**src/rtl/clock_divider_multi.sv**
```systemverilog
// Multi-channel clock-enable divider: NUM_CH independent square waves and period ticks from clk.
// Optional macro CLK_DIV_SYNC_RELOAD_EN defers divisor writes on running channels to the period wrap.
module clock_divider_multi #(
    parameter  int NUM_CH  = 2,
    parameter  int CNT_W   = 8,
    parameter  int DEF_DIV = 4,
    localparam int CH_W    = (NUM_CH > 1) ? $clog2(NUM_CH) : 1
) (
    input  logic              clk,
    input  logic              reset,
    input  logic              enable,
    input  logic [NUM_CH-1:0] ch_en,
    input  logic              wr_en,
    input  logic [CH_W-1:0]   wr_ch,
    input  logic [CNT_W-1:0]  wr_div,
    output logic [NUM_CH-1:0] clk_out,
    output logic [NUM_CH-1:0] tick,
    output logic [NUM_CH-1:0] running
);

    for (genvar i = 0; i < NUM_CH; i++) begin : g_ch
        logic [CNT_W-1:0] div_q, div_d, cnt_q, cnt_d;
        logic             clk_q, clk_d, tick_q, tick_d, run_q, run_d;
        logic             wr_hit, wrap, restart;
`ifdef CLK_DIV_SYNC_RELOAD_EN
        logic             pend_v_q, pend_v_d, keep;
        logic [CNT_W-1:0] pend_q, pend_d;
`endif

        // Out-of-range wr_ch never equals a valid channel index, so such writes drop out here.
        assign wr_hit = wr_en && (32'(wr_ch) == 32'(i));
        assign wrap   = (cnt_q == div_q - CNT_W'(1));

        always_comb begin
            div_d   = div_q;
            cnt_d   = '0;
            clk_d   = 1'b0;
            tick_d  = 1'b0;
            run_d   = 1'b0;
            restart = 1'b0;
`ifdef CLK_DIV_SYNC_RELOAD_EN
            pend_v_d = pend_v_q;
            pend_d   = pend_q;
            if (wr_hit) begin
                pend_v_d = 1'b1;
                pend_d   = wr_div;
            end
            keep = run_q && enable && ch_en[i] && (div_q != '0);
            // A channel that is not continuing takes the new divisor straight away.
            if (!keep || wrap) begin
                if (pend_v_d) begin
                    div_d   = pend_d;
                    restart = 1'b1;
                end
                pend_v_d = 1'b0;
            end
`else
            if (wr_hit) begin
                div_d   = wr_div;
                restart = 1'b1;
            end
`endif
            if (enable && ch_en[i] && (div_d != '0)) begin
                run_d = 1'b1;
                if (restart || !run_q || wrap)
                    cnt_d = '0;
                else
                    cnt_d = cnt_q + CNT_W'(1);
                // High for the first div - div/2 counts, so odd divisors run high-long.
                clk_d  = (cnt_d < (div_d - (div_d >> 1)));
                tick_d = (cnt_d == '0);
            end
        end

        always_ff @(posedge clk) begin
            if (reset) begin
                div_q  <= CNT_W'(DEF_DIV);
                cnt_q  <= '0;
                clk_q  <= 1'b0;
                tick_q <= 1'b0;
                run_q  <= 1'b0;
            end else begin
                div_q  <= div_d;
                cnt_q  <= cnt_d;
                clk_q  <= clk_d;
                tick_q <= tick_d;
                run_q  <= run_d;
            end
        end

`ifdef CLK_DIV_SYNC_RELOAD_EN
        always_ff @(posedge clk) begin
            if (reset) begin
                pend_v_q <= 1'b0;
                pend_q   <= '0;
            end else begin
                pend_v_q <= pend_v_d;
                pend_q   <= pend_d;
            end
        end
`endif

        assign clk_out[i] = clk_q;
        assign tick[i]    = tick_q;
        assign running[i] = run_q;
    end

endmodule
```
**config.mk**
```make
export PLATFORM = sky130hd
export DESIGN_NAME = clock_divider_multi
export DESIGN_NICKNAME = d
export VERILOG_FILES = /design/src/rtl/clock_divider_multi.sv
export SDC_FILE = /design/constraint.sdc
export NUM_CORES = 1
export LEC_CHECK = 0
export BUFFER_PORTS_ARGS = -buffer_cell sky130_fd_sc_hd__buf_4
export CAP_MARGIN = 10
export CORE_MARGIN = 2
export CORE_UTILIZATION = 42
export CTS_BUF_LIST = sky130_fd_sc_hd__clkbuf_8
export CTS_CLUSTER_SIZE = 16
export DETAILED_ROUTE_END_ITERATION = 10
export GPL_ROUTABILITY_DRIVEN = 0
export PLACE_DENSITY = 0.63
export RECOVER_POWER = 25
export SETUP_SLACK_MARGIN = 0.4
export SLEW_MARGIN = 20
export SYNTH_ARGS = -nofsm -noshare
export SYNTH_HDL_FRONTEND = slang
export SYNTH_SLANG_ARGS = --single-unit
```
**constraint.sdc**
```tcl
create_clock -name clk -period 8.2 [get_ports clk]
set_clock_uncertainty 0.1 [all_clocks]
set_input_delay 1.64 -clock clk [delete_from_list [all_inputs] [get_ports clk]]
set_output_delay 1.64 -clock clk [all_outputs]
set_load 0.01 [all_outputs]
```
==> impl_metrics.env <==
export IMPL_dp_cells=475
export IMPL_cp_arrival_ns=5.35
export IMPL_hold_viol_final=0
export IMPL_status="complete, no violations"
export IMPL_grt_pass1_wl_um=11600
export IMPL_required_ns=8.29
export IMPL_crit_family="simple AND/OR/NAND/NOR gates"
export IMPL_synth_simple_area_share=0.243
export IMPL_cts_num_sinks=38
export IMPL_setup_tns_ns=0
export IMPL_antennaDiodeCount=0
export IMPL_cts_buffers=5
export IMPL_placed_area_um2=3330
export IMPL_path_buf_inv=2
export IMPL_stdcell_count=483
export IMPL_pin_count=21
export IMPL_hp_class="reg -> reg"
export IMPL_insertion_delay_ns=0.29
export IMPL_layout_nets=440
export IMPL_clock_path_buffers=2
export IMPL_relSlewSlack=0.388
export IMPL_synth_warnings=0
export IMPL_path_clk_slew_ns=0.08
export IMPL_portBuffers=20
export IMPL_slew_violations=0
export IMPL_whs_ns=0.478
export IMPL_grt_pass1_vias=2479
export IMPL_ir_drop_mv=0.0790
export IMPL_p_per_area_nw_per_um2=135
export IMPL_cp_slowest_stage_delay_ns=0.72
export IMPL_grt_use_total=0.171
export IMPL_area_growth_syn_to_layout_pct=5.64
export IMPL_antenna_found_initial=0
export IMPL_synth_adder_area_share=0.168
export IMPL_syn_area_um2=3220
export IMPL_crit_path_frequent_cell="a21oi_1"
export IMPL_root_buffer="clkbuf_8"
export IMPL_drv_cap=0
export IMPL_p_leak_nw=1.47
export IMPL_drt_iter0_drc=180
export IMPL_ant_nets=0
export IMPL_finalCritPeriodShare=0.641
export IMPL_die_h_um=91.5
export IMPL_hpwl_um=5330
export IMPL_post_route_cell_area_um2=3400
export IMPL_post_cts_buffers=0
export IMPL_synth_main_ff_cell="dfxtp_1"
export IMPL_via_per_inst=5.29
export IMPL_rows=31
export IMPL_final_core_util=0.464
export IMPL_synth_xor_area_share=0.123
export IMPL_grt_max_degree=18
export IMPL_setup_violations=0
export IMPL_synth_async_reset_ratio=0
export IMPL_drt_first_pass_iters=4
export IMPL_crit_slowest_cell="nor2b_1"
export IMPL_die_area_um2=8380
export IMPL_ys_seq_area_frac=0.236
export IMPL_cts_tree="done"
export IMPL_drive_above_1_share=0.0703
export IMPL_ctsResizeCount=0
export IMPL_synth_mux_area_frac=0.0436
export IMPL_synth_cell_types=49
export IMPL_worst_pin_slew_ns=0.916
export IMPL_path_max_fanout=11
export IMPL_num_vias=2556
export IMPL_fp_dieW_um=91.5
export IMPL_crit_path_cell_trace="clkbuf_4 -> nor2b_1 -> nor2_1 -> a21oi_1 -> inv_1 -> ha_1 -> fa_1 -> o21bai_1 -> a21oi_1 -> o21bai_1 -> a21oi_1 -> xor2_1 -> ha_1 -> o2111ai_1 -> or4_1 -> o21a_1"
export IMPL_routed_wl_um=6610
export IMPL_syn_nets=437
export IMPL_grt_ovfl_total=0
export IMPL_power_mw=0.459
export IMPL_avgRoutedWirePerCell_um=13.7
export IMPL_synth_compound_area_frac=0.111
export IMPL_min_period_ns=5.25
export IMPL_synthCells=380
export IMPL_worst_slack_ns=2.95
export IMPL_core_um2=7330
export IMPL_drc=0
export IMPL_critPathLaunchType="input pin"
export IMPL_crit_type="in -> reg"
export IMPL_hold_buffers=0
export IMPL_synth_edf_count=0
export IMPL_rsz0062_at_grt="false"
export IMPL_critPathCaptureType="flop"
export IMPL_cts_htree_levels=2
export IMPL_synth_top_family_by_area="simple AND/OR/NAND/NOR gates"
export IMPL_start_util=0.439
export IMPL_preCtsSetupSlack_ns=2.66
export IMPL_syn_avg_cell_area_um2=8.47
export IMPL_synth_seq_cells=38
export IMPL_max_freq_ghz=0.190
## power by group
group	total (mW)	switching (mW)	internal, mW
combinational	0.129	0.0695	0.0595
clock	0.133	0.0666	0.0666
sequential	0.196	0.00667	0.190
## final cells by class
class | instances | area [µm²]
clock buffer | 6 | 82.6
inverter | 23 | 86.3
timing repair buffer | 20 | 124
multi-input combinational | 295 | 2210
fill | 742 | 3930
clock inverter | 2 | 8.76
tap | 99 | 124
sequential | 38 | 761
## cells in the mapped netlist, drive strengths merged, types with 2 or more instances
| cell type | instances | area share |
|---|---|---|
| nand3 | 12 | 0.019 |
| a2111oi | 2 | 0.0054 |
| nor4b | 5 | 0.014 |
| o21bai | 4 | 0.0093 |
| fa | 2 | 0.012 |
| nor2b | 6 | 0.012 |
| o211ai | 2 | 0.0047 |
| o21a | 2 | 0.0047 |
| clkbuf | 9 | 0.011 |
| inv | 23 | 0.027 |
| buf | 15 | 0.039 |
| mux2i | 14 | 0.044 |
| o21ai | 2 | 0.0031 |
| nand3b | 3 | 0.0070 |
| o211a | 4 | 0.012 |
| nand4 | 5 | 0.0097 |
| or4 | 2 | 0.0047 |
| nor3b | 5 | 0.012 |
| a21oi | 15 | 0.023 |
| and3b | 3 | 0.0082 |
| a21o | 4 | 0.0093 |
| xor2 | 15 | 0.041 |
| nor4 | 5 | 0.0097 |
| o2111ai | 2 | 0.0054 |
| nor3 | 34 | 0.058 |
| dfxtp | 38 | 0.24 |
| xnor2 | 30 | 0.082 |
| or2 | 4 | 0.0078 |
| nand2b | 6 | 0.012 |
| or3 | 2 | 0.0039 |
| o31a | 2 | 0.0054 |
| and3 | 4 | 0.0078 |
| nor2 | 27 | 0.032 |
| ha | 40 | 0.16 |
| nand2 | 17 | 0.020 |
| a31oi | 7 | 0.014 |
## metal layers
layer,routed length [µm],GRT usage,part of all wire
met3,234,0.0216,0.035
met2,2760,0.252,0.42
met4,119,0.0657,0.018
met5,0,0,0
met1,3500,0.251,0.53
## registers in the layout, summed over array words and instances (netlist names)
signal       cells
g_ch.clk_q       2
g_ch.cnt_q      16
g_ch.div_q      16
g_ch.run_q       2
g_ch.tick_q      2
## worst reg2reg max path: stages, from the launching register on
cell,delay (ns)
dfxtp_1,0.34
inv_1,0.09
ha_1,0.18
nor3b_1,0.33
a21oi_1,0.11
nor4b_1,0.28
o211a_1,0.57
nor3_2,0.10
ha_1,0.34
a21o_1,0.19
a211oi_1,0.24
a21oi_1,0.09
a2111oi_0,0.42
o21a_1,0.17
## kinds of logic after synthesis
kind of cell / count (synthesis)
AOI/OAI and AO/OA: 51
xor gates and xnor gates: 45
adders and majority gates: 42
buffers and inverters: 47
DFF: 38
muxes: 14
and+or+nand+nor: 143
## path summary, 6_finish.rpt
check | from | to | slack (ns) | cells past startpoint
worst max-delay path | wr_en | g_ch[0].clk_q | 2.95 | 16
worst min register to register | g_ch[0].cnt_q[0] | g_ch[0].cnt_q[0] | 0.48 | 1
worst max register to register | g_ch[0].div_q[0] | g_ch[0].clk_q | 4.59 | 13
worst min-delay path | g_ch[0].cnt_q[0] | g_ch[0].cnt_q[0] | 0.48 | 1
## placed cells by master (no fill, tap or decap), types with 7 or more instances in the layout
master	instances
clkbuf_1	7
inv_1	24
dfxtp_1	38
nand2_1	17
a21oi_1	15
xnor2_1	30
a31oi_1	7
nor2_1	27
nand3_1	12
nor3_1	31
xor2_1	15
ha_1	40
mux2i_1	14
buf_4	12
Note: power is estimated with default switching activity, not from simulation.
